File: src/rtl/p2s_pkg.sv
// +----------------------------------------------------------------------+
// | p2s_pkg : shared constants and state encoding for the p2s arbiter    |
// | Rev 1.0                                                              |
// +----------------------------------------------------------------------+
`default_nettype none

package p2s_pkg;

  localparam int LANES = 4;
  localparam int W     = 8;
  localparam int NIB   = 4;

  localparam logic [1:0] ST_IDLE = 2'd0;
  localparam logic [1:0] ST_HI   = 2'd1;
  localparam logic [1:0] ST_LO   = 2'd2;

  typedef enum logic [1:0] {
    S_IDLE = ST_IDLE,
    S_HI   = ST_HI,
    S_LO   = ST_LO,
    S_BAD  = 2'd3
  } state_t;

endpackage

`default_nettype wire

File: src/rtl/p2s_rr_pick.sv
// +----------------------------------------------------------------------+
// | p2s_rr_pick : rotate-priority encoder, first requester from ptr      |
// | Rev 1.0                                                              |
// +----------------------------------------------------------------------+
`default_nettype none

module p2s_rr_pick (
  input  logic [3:0] req,
  input  logic [1:0] ptr,
  output logic       any,
  output logic [1:0] win
);

  logic [1:0] w_idx;

  // Scan from the farthest offset down so the lane nearest ptr wins last.
  always_comb begin
    any   = 1'b0;
    win   = 2'd0;
    w_idx = 2'd0;
    for (int i = 3; i >= 0; i--) begin
      w_idx = ptr + 2'(i);
      if (req[w_idx]) begin
        any = 1'b1;
        win = w_idx;
      end
    end
  end

endmodule

`default_nettype wire

File: src/rtl/p2s_lane_arbiter.sv
// +----------------------------------------------------------------------+
// | p2s_lane_arbiter : round-robin 4-lane byte arbiter, nibble sequencer |
// | Rev 1.0                                                              |
// +----------------------------------------------------------------------+
`default_nettype none

module p2s_lane_arbiter #(
  parameter int LANES = 4,
  parameter int W     = 8
) (
  input  logic             CLK,
  input  logic             reset,
  input  logic             ENB,
  input  logic [LANES-1:0] req,
  input  logic [W-1:0]     D0,
  input  logic [W-1:0]     D1,
  input  logic [W-1:0]     D2,
  input  logic [W-1:0]     D3,
  output logic [LANES-1:0] gnt,
  output logic [3:0]       data_out,
  output logic             valid_out,
  output logic [1:0]       lane_out,
  output logic             first_out,
  output logic             busy,
  output logic [7:0]       sent_cnt
);
  import p2s_pkg::*;

  state_t           r_state, w_state_nxt;
  logic [W-1:0]     r_byte, w_byte_nxt;
  logic [1:0]       r_id, w_id_nxt;
  logic [1:0]       r_ptr, w_ptr_nxt;
  logic [7:0]       r_sent_cnt, w_cnt_nxt;

  logic [LANES-1:0] r_gnt, w_gnt_nxt;
  logic [3:0]       r_data, w_data_nxt;
  logic             r_valid, w_valid_nxt;
  logic [1:0]       r_lane, w_lane_nxt;
  logic             r_first, w_first_nxt;
  logic             r_busy, w_busy_nxt;

  logic             w_any;
  logic [1:0]       w_win;
  logic [W-1:0]     w_dsel;
  logic             w_load;

  p2s_rr_pick u_pick (
    .req (req),
    .ptr (r_ptr),
    .any (w_any),
    .win (w_win)
  );

  always_comb begin
    case (w_win)
      2'd0:    w_dsel = D0;
      2'd1:    w_dsel = D1;
      2'd2:    w_dsel = D2;
      default: w_dsel = D3;
    endcase
  end

  // Outputs are computed one cycle ahead and registered alongside the state.
  always_comb begin
    w_state_nxt = S_IDLE;
    w_byte_nxt  = r_byte;
    w_id_nxt    = r_id;
    w_ptr_nxt   = r_ptr;
    w_cnt_nxt   = r_sent_cnt;
    w_gnt_nxt   = '0;
    w_data_nxt  = 4'd0;
    w_valid_nxt = 1'b0;
    w_lane_nxt  = 2'd0;
    w_first_nxt = 1'b0;
    w_busy_nxt  = 1'b0;
    w_load      = 1'b0;

    case (r_state)
      S_IDLE: w_load = ENB & w_any;
      S_HI: begin
        w_state_nxt = S_LO;
        w_data_nxt  = r_byte[NIB-1:0];
        w_valid_nxt = 1'b1;
        w_lane_nxt  = r_id;
        w_busy_nxt  = 1'b1;
      end
      S_LO: begin
        w_cnt_nxt = r_sent_cnt + 8'd1;
        w_load    = ENB & w_any;
      end
      default: w_state_nxt = S_IDLE;
    endcase

    if (w_load) begin
      w_state_nxt      = S_HI;
      w_byte_nxt       = w_dsel;
      w_id_nxt         = w_win;
      w_ptr_nxt        = w_win + 2'd1;
      w_data_nxt       = w_dsel[W-1 -: NIB];
      w_valid_nxt      = 1'b1;
      w_lane_nxt       = w_win;
      w_first_nxt      = 1'b1;
      w_busy_nxt       = 1'b1;
      w_gnt_nxt[w_win] = 1'b1;
    end
  end

  always_ff @(posedge CLK) begin
    if (reset) begin
      r_state    <= S_IDLE;
      r_byte     <= '0;
      r_id       <= 2'd0;
      r_ptr      <= 2'd0;
      r_sent_cnt <= 8'd0;
      r_gnt      <= '0;
      r_data     <= 4'd0;
      r_valid    <= 1'b0;
      r_lane     <= 2'd0;
      r_first    <= 1'b0;
      r_busy     <= 1'b0;
    end else begin
      r_state    <= w_state_nxt;
      r_byte     <= w_byte_nxt;
      r_id       <= w_id_nxt;
      r_ptr      <= w_ptr_nxt;
      r_sent_cnt <= w_cnt_nxt;
      r_gnt      <= w_gnt_nxt;
      r_data     <= w_data_nxt;
      r_valid    <= w_valid_nxt;
      r_lane     <= w_lane_nxt;
      r_first    <= w_first_nxt;
      r_busy     <= w_busy_nxt;
    end
  end

  assign gnt       = r_gnt;
  assign data_out  = r_data;
  assign valid_out = r_valid;
  assign lane_out  = r_lane;
  assign first_out = r_first;
  assign busy      = r_busy;
  assign sent_cnt  = r_sent_cnt;

endmodule

`default_nettype wire

File: config.mk
export PLATFORM = sky130hd
export DESIGN_NAME = p2s_lane_arbiter
export DESIGN_NICKNAME = d
export VERILOG_FILES = /design/src/rtl/p2s_pkg.sv /design/src/rtl/p2s_rr_pick.sv /design/src/rtl/p2s_lane_arbiter.sv
export SDC_FILE = /design/constraint.sdc
export NUM_CORES = 1
export LEC_CHECK = 0
export ABC_AREA = 1
export ABC_CLOCK_PERIOD_IN_PS = 3020
export BUFFER_PORTS_ARGS = -buffer_cell sky130_fd_sc_hd__buf_4
export CAP_MARGIN = 20
export CORE_MARGIN = 5
export CORE_UTILIZATION = 52
export CTS_CLUSTER_DIAMETER = 40
export DETAILED_ROUTE_END_ITERATION = 12
export PLACE_DENSITY = 0.81
export SLEW_MARGIN = 20
export SYNTH_ARGS = -nofsm -noshare
export SYNTH_HDL_FRONTEND = slang
export SYNTH_HIERARCHICAL = 1
export SYNTH_SLANG_ARGS = --single-unit
File: constraint.sdc
create_clock -name CLK -period 3.02 [get_ports CLK]
set_input_delay 0.302 -clock CLK [delete_from_list [all_inputs] [get_ports CLK]]
set_output_delay 0.302 -clock CLK [all_outputs]
set_load 0.03 [all_outputs]
==> run_results.csv <==
group,metric,value,unit
status,status,"finished, final reports clean",
worst_setup_path,slowest_stage,"dfxtp_1",
logic_synthesis,synth_top_area_share,38.13,%
logic_synthesis,synth_top_cell_by_area,"dfxtp_1",
drt,firstDrtPassIters,6,
sta,setup-tns-final,0,ps
power_and_ir_drop,p_total,1507,µW
sta,fin_crit,2334,ps
global_route,antenna_found_initial,0,
logic_synthesis,synthMuxAreaShare,0,%
worst_setup_path,path_max_fanout,17,
floorplanning,start_util,54.75,%
logic_synthesis,synth_cell_types,25,
layout,multiInputGateArea,783.3,µm²
global_route,grt_first_pass_wirelength,5651,µm
power_and_ir_drop,power_density,752.4,nW/µm²
clock_network,cts.repair.resized,0,
worst_setup_path,worst_ep_required_time,3220,ps
logic_synthesis,ys_top_cells_by_area,"dfxtp_1 38%, nand2_1 19%, nor2_1 7.6%",
worst_setup_path,criticalPathCategory,"reg2reg",
logic_synthesis,synth_seq_area_share,38.13,%
floorplanning,die_h,64.12,µm
worst_setup_path,cp.arrival,2530,ps
clock_network,cts_htree_levels,2,
worst_setup_path,end_kind,"register",
flow_run,drv_cap,0,
layout,n_fill_cell,259,
floorplanning,dieArea,4111,µm²
placed_design,portBuffers,59,
global_route,grt_pass1_vias,1337,
worst_setup_path,reg2reg_setup_slack,690,ps
sta,finalHoldViolCount,0,
clock_network,cts_tree,"done",
drt,drc,0,
logic_synthesis,synth_xor_area_share,0.5752,%
logic_synthesis,synth_top_family_by_area,"simple AND/OR/NAND/NOR gates",
layout,layout-drive-gt1-share,28.32,%
clock_network,cts.clk_slew.worst_paths,100,ps
clock_network,cts_root_buf,"clkbuf_4",
clock_network,cts_hold_buf,0,
worst_setup_path,worst_path_most_repeated_cell,"nand2_1",
clock_network,cts_inserted_buffers,5,
hold_path,worstHoldPathType,"in2reg",
logic_synthesis,synthSimpleGateAreaFrac,35.17,%
sta,finalSetupViolCount,0,
drt,drt-vias-per-instance,4.836,
floorplanning,io_pins,60,
sta,maxSlewHeadroom,68.08,%
drt,ant_nets,0,
floorplanning,rows,19,
logic_synthesis,netlist_instances,226,
layout,stdcell_area,2003,µm²
layout,seq_area,580.6,µm²
sta,period_share,77.29,%
global_route,grt_overflow,0,
clock_network,cts_sinks,29,
logic_synthesis,ys_ff_latch,29,
worst_setup_path,cp_top_family,"simple AND/OR/NAND/NOR gates",
power_and_ir_drop,vdd_ir_drop_max,0.0005857,V
placed_design,place_inst,309,
placed_design,dp_slack,712.0,ps
drt,drtIter0Drc,63,
sta,max_freq,428.4,MHz
drt,wl,3480,µm
sta,worst_slew_pin_slew,478.3,ps
sta,layout_setup_ws,685.9,ps
drt,post_drt_wl_per_cell,10.98,µm
drt,via_count,1533,
logic_synthesis,synth_nets,270,
layout,area_growth,31.55,%
floorplanning,core,2781,µm²
layout,layout.nets,329,
placed_design,placed_area,1948,µm²
worst_setup_path,worstPathCellList,"inv_1 -> nand2_1 -> and2_4 -> nand2_2 -> nand2_2 -> clkinv_2 -> nand3_1 -> nand2_1 -> ha_1 -> inv_1 -> nand2_1 -> nor2_1 -> o22ai_1",
placed_design,hpwl,2781,µm
logic_synthesis,syn_area_per_cell,6.738,µm²
sta,fin_skew,3.030,ps
logic_synthesis,yosysWarnings,6,
worst_setup_path,cp_num_buf_inv,3,
floorplanning,die_w,64.12,µm
worst_setup_path,critical-path-max-stage-delay,560,ps
logic_synthesis,synth_compound_area_share,11.59,%
sta,grt_setup_unrepaired,"false",
layout,stdcell_count,317,
global_route,grt_usage,16.65,%
placed_design,place_congestion,0.9389,
worst_setup_path,startpoint_type,"register",
power_and_ir_drop,power.leakage,0.001035,µW
clock_network,cts_buffer_depth,2,
sta,drv_slew,0,
layout,n_antenna_cell,0,
clock_network,clock_latency,320,ps
clock_network,post_cts_buffers,0,
logic_synthesis,synth_fa_ha_area_share,4.108,%
logic_synthesis,syn_area,1523,µm²
global_route,grt_max_degree,18,
[cell usage in the layout, fill, tap and decap left out, types with 2 or more instances in the layout]
cell type and count:
buf_4 59, nand3_1 12, clkbuf_4 5, clkinv_2 3, o21ai_1 7, nand4_1 2, o21ai_0 4, dfxtp_1 29
o21ai_2 2, inv_2 4, ha_1 5, nand2_2 3, a21oi_1 3, o22ai_1 11, nor2_1 31, nand2_1 76
inv_1 22
[sequential cells by signal, indices dropped and copies added, names as in the netlist]
| signal | count |
|---|---|
| r_state | 2 |
| r_ptr | 2 |
| lane_out | 2 |
| r_id | 2 |
| data_out | 4 |
| r_byte | 4 |
| gnt | 4 |
| sent_cnt | 8 |
| busy | 1 |
[final timing paths]
| path | cells after the start | end | from |
|---|---|---|---|
| min reg2reg | 2 | r_byte[3] | r_byte[3] |
| min | 2 | sent_cnt[0] | reset |
| max reg2reg | 13 | data_out[1] | r_ptr[0] |
| max | 13 | data_out[1] | r_ptr[0] |
[through the flow]
| step | util [%] | hold slack, ps |
|---|---|---|
| floorplan | - | 374.4 |
| global placement | 70.04 | 468.4 |
| detailed placement | 70.04 | 471.4 |
| CTS | 72.02 | 185.7 |
| global route | 72.02 | 192.8 |
| finish | 72.02 | 184.7 |
[synthesized netlist by cell type]
cell type / number
nand3_1: 12
nor2_4: 1
buf_2: 3
o21ai_0: 4
dfxtp_1: 29
nand2_2: 3
inv_2: 4
o21ai_2: 2
nand3_4: 1
clkinv_2: 1
nand2_1: 76
a21boi_1: 1
inv_1: 22
nor3_1: 1
and2_4: 1
nand4_1: 2
o22ai_2: 1
buf_4: 1
o21ai_1: 7
xor2_1: 1
a21oi_1: 3
o22ai_1: 11
ha_1: 5
nor2_1: 31
buf_6: 3
[layout make-up]
class | instances | share of cell area (%)
Timing Repair Buffer | 59 | 22.11
Inverter | 27 | 5.122
Sequential cell | 29 | 28.98
Clock inverter | 3 | 0.8745
Multi-Input combinational cell | 163 | 39.10
Tap cell | 31 | 1.936
Clock buffer | 5 | 1.874
[routing by layer]
metal | up-vias | wire, µm | global-route usage [%]
li1 | 827 | - | -
met1 | 655 | 1653 | 22.48
met2 | 47 | 1547 | 26.51
met3 | 4 | 246 | 4.028
met4 | 0 | 33 | 4.580
met5 | - | 0 | 0
[kinds of logic after synthesis]
logic type | Yosys count
AND/OR/NAND/NOR | 128
buffers and inverters | 34
AO/OA/AOI/OAI | 29
flip-flops | 29
adder cells (fa/ha/maj) | 5
XOR/XNOR | 1
[power breakdown]
part	total, µW	internal [µW]	leakage (µW)	switching (µW)
Sequential	489	451	0.000236	38.5
Combinational	792	297	0.000768	496
Clock	226	87.6	0.0000310	138
Total	1510	835	0.00104	672
(Power assumes the default switching activity.)
